<file path="src/rtl/jk_reg_counter.sv">
// WIDTH-bit register with per-bit JK semantics plus up/down count and parallel load.
// Counting reuses the JK update with J=K=toggle-chain; tc/wrap support cascading.
module jk_reg_counter #(
  parameter int unsigned      WIDTH     = 4,
  parameter logic [WIDTH-1:0] RESET_VAL = {WIDTH{1'b0}}
) (
  input  logic             clk,
  input  logic             rst,
  input  logic             en,
  input  logic [1:0]       mode,
  input  logic [WIDTH-1:0] J,
  input  logic [WIDTH-1:0] K,
  input  logic [WIDTH-1:0] D,
  output logic [WIDTH-1:0] Q,
  output logic [WIDTH-1:0] Qbar,
  output logic             tc,
  output logic             wrap
);

  localparam logic [1:0] MODE_JK   = 2'b00;
  localparam logic [1:0] MODE_UP   = 2'b01;
  localparam logic [1:0] MODE_DOWN = 2'b10;
  localparam logic [1:0] MODE_LOAD = 2'b11;

  localparam logic [WIDTH-1:0] ALL_ONES = {WIDTH{1'b1}};
  localparam logic [WIDTH-1:0] ALL_ZERO = {WIDTH{1'b0}};

  function automatic logic [WIDTH-1:0] jk_apply(
    input logic [WIDTH-1:0] q,
    input logic [WIDTH-1:0] j,
    input logic [WIDTH-1:0] k
  );
    return (j & ~q) | (~k & q);
  endfunction

  // Bit i toggles when every lower bit matches the carry (up) or borrow (down) value.
  function automatic logic [WIDTH-1:0] toggle_chain(
    input logic [WIDTH-1:0] q,
    input logic             up
  );
    logic [WIDTH-1:0] t;
    logic             acc;
    acc = 1'b1;
    for (int i = 0; i < WIDTH; i++) begin
      t[i] = acc;
      acc  = acc & (up ? q[i] : ~q[i]);
    end
    return t;
  endfunction

  logic [WIDTH-1:0] q_q, q_d;
  logic             wrap_q, wrap_d;
  logic [WIDTH-1:0] up_tog_s, dn_tog_s;
  logic             tc_s;

  // Next state for Q and terminal-count detection.
  always_comb begin
    up_tog_s = toggle_chain(q_q, 1'b1);
    dn_tog_s = toggle_chain(q_q, 1'b0);
    q_d      = q_q;
    tc_s     = 1'b0;
    if (en) begin
      case (mode)
        MODE_JK:   q_d = jk_apply(q_q, J, K);
        MODE_UP:   q_d = jk_apply(q_q, up_tog_s, up_tog_s);
        MODE_DOWN: q_d = jk_apply(q_q, dn_tog_s, dn_tog_s);
        MODE_LOAD: q_d = D;
        default:   q_d = q_q;
      endcase
      case (mode)
        MODE_UP:   tc_s = (q_q == ALL_ONES);
        MODE_DOWN: tc_s = (q_q == ALL_ZERO);
        default:   tc_s = 1'b0;
      endcase
    end else begin
      q_d  = q_q;
      tc_s = 1'b0;
    end
    // A counting edge taken from the terminal value is exactly a wrap.
    wrap_d = tc_s;
  end

  // State registers with synchronous reset.
  always_ff @(posedge clk) begin
    if (rst) begin
      q_q    <= RESET_VAL;
      wrap_q <= 1'b0;
    end else begin
      q_q    <= q_d;
      wrap_q <= wrap_d;
    end
  end

  assign Q    = q_q;
  assign Qbar = ~q_q;
  assign tc   = tc_s;
  assign wrap = wrap_q;

endmodule

</file>
<file path="config.mk">
export PLATFORM = sky130hd
export DESIGN_NAME = jk_reg_counter
export DESIGN_NICKNAME = d
export VERILOG_FILES = /design/src/rtl/jk_reg_counter.sv
export SDC_FILE = /design/constraint.sdc
export NUM_CORES = 1
export LEC_CHECK = 0
export CORE_MARGIN = 2
export CORE_UTILIZATION = 34
export DETAILED_ROUTE_END_ITERATION = 16
export PLACE_DENSITY = 0.74
export SLEW_MARGIN = 20
export SYNTH_ARGS = -nofsm -noshare
export SYNTH_HDL_FRONTEND = slang
export SYNTH_SLANG_ARGS = --single-unit
</file>
<file path="constraint.sdc">
create_clock -name clk -period 1.6 [get_ports clk]
set_input_delay 0.24 -clock clk [delete_from_list [all_inputs] [get_ports clk]]
set_output_delay 0.24 -clock clk [all_outputs]
set_load 0.02 [all_outputs]
</file>
# Word-level counts from Yosys, hierarchy flattened
# Index checks and enable logic that the tools add are counted.
[totals]
reg_bits = 5
input_bits = 17
word_cells = 31
[op_classes]
n_eq_ne = 4
n_mux = 3
bitwise = 20
reduce_logical = 2
[op_table]
columns = ["op", "n"]
rows = [
  ["$and A4 B4 Y4", 6],
  ["$not A4 Y4", 4],
  ["$pmux W4 S4", 1],
  ["$or A4 B4 Y4", 3],
  ["$and A1 B1 Y1", 4],
  ["$eq A2 B2 Y1 const B", 2],
  ["$eq A4 B4 Y1 const B", 1],
  ["$logic_not A4 Y1", 1],
  ["$not A1 Y1", 3],
  ["$eq A2 B1 Y1 const B", 1],
  ["$logic_not A2 Y1", 1],
  ["$pmux W1 S2", 1],
  ["$mux W1", 1],
]

# Depth between registers and ports, before layout
# Gate-level depths: netlist of run 1.
[logic_depth]
ltp_word = 7
mapped_depth = 6

# Worst setup path after synthesis of run 1
# Ideal clock, no wire load.
[synth_timing]
path_kind = "register to register"
start = "reg q_q[0], in the netlist Q[0]"
end = "reg q_q[2], in the netlist Q[2]"
setup_ns = 0.137
t_arrival_ns = 1.669
required_ns = 1.463
setup_slack_ns = -0.207
stages_incl_launch_ff = 7
period_less_slack_ns = 1.807
path_cell_list = "dfxtp_1 inv_1 ha_1 ha_1 nor2b_1 a2111oi_2 a2111oi_2"
[synth_via]
elab_chain_len = 6
[synth_lines]
columns = ["item", "line", "rtl"]
rows = [
  ["from (decl)", "51", "logic [WIDTH-1:0] q_q, q_d;"],
  ["from (signal assigned)", "89", "q_q <= q_d;"],
  ["$not A1 Y1", "46", "acc = acc & (up ? q[i] : ~q[i]);"],
  ["$and A1 B1 Y1", "46", ""],
  ["$not A4 Y4", "33", "return (j & ~q) | (~k & q);"],
  ["$and A4 B4 Y4", "33", ""],
  ["$or A4 B4 Y4", "33", ""],
  ["$pmux W4 S4 *", "63", "case (mode)"],
]
# Every way passes the cells marked *; elsewhere a longest branch is shown, timed or not.
# A chain may end at the register's enable or synchronous reset.

# Worst setup path in the final report of run 1
[layout_timing]
start = "reg q_q[1], in the netlist Q[1]"
end = "out tc"
[layout_via]
elab_chain_len = 3
[layout_lines]
columns = ["item", "line", "rtl"]
rows = [
  ["$eq A4 B4 Y1 or $logic_not A4 Y1 (tied branches)", "71, 72", ""],
  ["$pmux W1 S2 *", "70", "case (mode)"],
  ["$mux W1 *", "62", "if (en) begin"],
  ["to (decl)", "16", "output logic tc,"],
]
# Marks and branches as above.

==> summary.md, run 1 <==
| Metric | Value |
|---|---|
| Die width | 42.5 um |
| Pwr/cell area | 573 mW/mm2 |
| CP Capture Type | output pin |
| Slowest cell on crit path | dfxtp_2 |
| Simple-Gate Fraction of Synth Area | 20.1% |
| Final hold vios | 0 |
| CTS tree | done |
| Core ar. | 0.00135 mm2 |
| Initial antenna violation count | 0 |
| Top cells by area, synth | dfxtp_1, ha_1, a2111oi_2 |
| Yosys cell types | 23 |
| H-tree levels | 1 |
| Layout area overhead | 97.3% |
| Post-Route Setup TNS | -0.0718 ns |
| CP Max Fanout | 3 |
| Reg power frac | 25.8% |
| CTS sink cnt | 5 |
| Ys flop type | dfxtp_1 |
| Headroom to the max-slew limit | 79.0% |
| Slew Limit Fails | 0 |
| Syn. warnings | 0 |
| Sw Ratio | 33.8% |
| Root Buffer | clkbuf_4 |
| Min-delay src | Q[1] |
| Final wirelength | 1650 um |
| Gp weighted congestion | 0.835 |
| Net Sw Power | 192 uW |
| Critical Path RT | 1.36 ns |
| Worst Tran Pin Value | approximately 0.31 ns |
| Final Setup Violations | 1 |
| Boundary pin count | 27 |
| Largest net degree at the start of global routing | 8 |
| Die Height | 42.5 um |
| Power share of the clock group | 26.8% |
| FF+latch count, synth | 5 |
| M1 wire length | 641 um |
| DIE AREA | 0.00181 mm2 |
| Row count | 13 |
| Sequential area share after synthesis | 19.9% |
| Nets | 120 |
| Cts bufs inserted | 3 |
| Crit path DAT | 1.43 ns |
| Status | finished, violations left |
| PortBufs | 26 |
| # DRC | 0 |
| Post-route minimum period | 1.67 ns |
| Hold Path Class | reg -> reg |
| Synth Area per Inst | 9.89 um2 |
| WL/cell | 15.1 um |
| Failing checks | setup timing |
| Post-Synth Adder-Cell Area | 19.9% |
| Max layer used | met4 |
| Layout cells sized above 1 | between 40% and 50% |
| Vias after detailed routing | 571 |
| Fin util | 73.7% |
| CP bufs+invs | 2 |
| Slowest stage delay, CP | 0.32 ns |
| Reg2Reg Depth | 7 |
| Period utilization | 104% |
| Share of the synthesized area in the top cell type | 19.9% |
| Worst-Skew Late Latency | 0.25 ns |
| Vias in the first global route | 571 |
| Clock buffer depth | 2 |
| Met2 routed WL | approximately 900 um |
| Main combinational cell family by area after synthesis | compound AO/OA/AOI/OAI gates |
| Leading area contributor after synthesis | dfxtp_1 |
| Hold path endpoint | Q[1] |
| Fmax | 598 MHz |
| Count leader, synth | ha_1 |
| Peak VDD IR | between 500 and 600 uV |
| Post-synth EDFFs | 0 |
| Crit path kind | reg -> out |
| CTS clk-pin slew, worst paths | ~0.040 ns |
| Clk_skew | 0.00989 ns |
| Levels on crit path | 6 |
| HPWL after detailed placement | ~1200 um |
| Syn Nets | 76 |
| Top post-synthesis cells by count | ha_1, inv_1, dfxtp_1 |
| Metal3 WL | 84 um |
| Mapped cell area | around 500 um2 |
| Combinational power share | 47.4% |
| Drt initial violations | 8 |
| Ant diodes | 0 |
| First-pass GRT wire length | 2500 um |
| Mux contribution to synthesized area | 2.23% |
| Post-synthesis xor/xnor area fraction | under 10% |
| R2r setup slk | 0.02 ns |
| Critical R2R Capture | Q[2] |
| Vias/cell | 5.24 |
| Leak | 0.000442 uW |
| Async set-reset flop share out of synthesis | 0% |
| Worst-path cell chain | inv_2 > ha_4 > nand2_4 > o31ai_4 > and3_4 > buf_6 |
| CP startpoint kind | flip-flop |
| RR Startpoint | Q[1] |
| Hold Path Stages | 3 |
| Drt pass-1 iters | 4 |
| GRT Total Usage | between 10% and 20% |
| Starting Density | between 30% and 40% |
| Internal cell power | 378 uW |
| Routed Antenna Nets | 0 |
| Unrepaired setup endpoints after global routing | yes |
| CP delay by family, top | flip-flops |
| Cts hold-fix bufs | 0 |
| Compound-cell area share of the yosys netlist | 28.3% |
| Post-route setup slack | -0.0718 ns |
| Max-Cap Viols | 0 |
| Mapped Cells | 51 |
| GRT overflow | 0 |
==> registers in the layout (all words and copies together), names as in the netlist <==
name  cells
Q         4
wrap      1
==> area by class of cell <==
cell class,instances,area [um2]
Inverter,7,28.8
Clock buffer,4,26.3
Multi-Input combinational cell,38,450
Sequential cell,5,106
Timing Repair Buffer,40,364
Tap cell,15,18.8
Fill cell,96,355
==> power by group through the flow <==
stage | registers [uW] | clock network [uW] | logic (uW)
3_5_place_dp | 146 | 0 | 243
6_report | 147 | 153 | 270
4_1_cts | 145 | 149 | 243
2_1_floorplan | 157 | 0 | 96.3
3_3_place_gp | 146 | 0 | 239
5_1_grt | 148 | 162 | 292
==> how the worst max path moves through the flow <==
stage,startpoint,to,slack (ns)
4_1_cts,Q[0],tc,-0.05
3_3_place_gp,mode[0],tc,-0.65
2_1_floorplan,Q[1],Q[2],0.02
5_1_grt,Q[1],tc,-0.11
3_5_place_dp,mode[0],tc,-0.72
6_report,Q[1],tc,-0.07
==> worst reg2reg max path: cells and delay by family (launching register included) <==
kind                       cells  cell delay, ns
AOI/OAI and AO/OA              2            0.34
adders and majority gates      2            0.45
buffers and inverters          2            0.19
DFF                            1            0.34
and+or+nand+nor                1            0.16
==> what timing repair did <==
action	4_1_cts	5_1_grt
buffers inserted	0	1
pin swaps	2	5
resized for setup	15	14
setup endpoints to repair	8	4
==> cell usage in the layout (no fill, tap or decap), drive strengths merged, types with 3 or more instances in the layout <==
cell type / n
a2111oi: 4
dlygate4sd2: 6
a221oi: 3
buf: 15
and3: 4
o21ai: 4
inv: 7
dfxtp: 5
ha: 8
clkbuf: 4
clkdlybuf4s50: 17
==> kinds of logic (layout without fill, tap and decap cells) <==
kind of cell               count (synthesis)  in the layout
AOI/OAI and AO/OA                         14             14
xor gates and xnor gates                   2              2
adders and majority gates                  8              8
buffers and inverters                      8             51
DFF                                        5              5
muxes                                      1              1
and+or+nand+nor                           13             13
==> stage by stage <==
stage               power [uW]  cell area [um2]  std cells  hold WS (ns)  setup slack, ns
finish                     570              995        109         0.622          -0.0718
global route               603              995        109         0.653           -0.111
CTS                        536              921        108         0.580          -0.0530
detailed placement         389              882        104         0.572           -0.718
global placement           385              882        104         0.570           -0.655
floorplan                  254              510         51         0.300           0.0242
==> routing by layer <==
metal  up-vias  global-route usage (%)
met5         -                       0
met4         0                    5.63
met3         4                    7.33
met2        21                    30.5
met1       266                    21.3
li1        280                       -
Power figures use the tool's default switching activity.
==> inputs of run 2 (changes only) <==
--- a/config.mk
+++ b/config.mk
@@ -9,7 +9,6 @@
 export CORE_UTILIZATION = 34
 export DETAILED_ROUTE_END_ITERATION = 16
 export PLACE_DENSITY = 0.74
-export SLEW_MARGIN = 20
 export SYNTH_ARGS = -nofsm -noshare
 export SYNTH_HDL_FRONTEND = slang
 export SYNTH_SLANG_ARGS = --single-unit
==> results of run 2 <==
The final DEF is identical to that of run 1; final timing and power are the same.
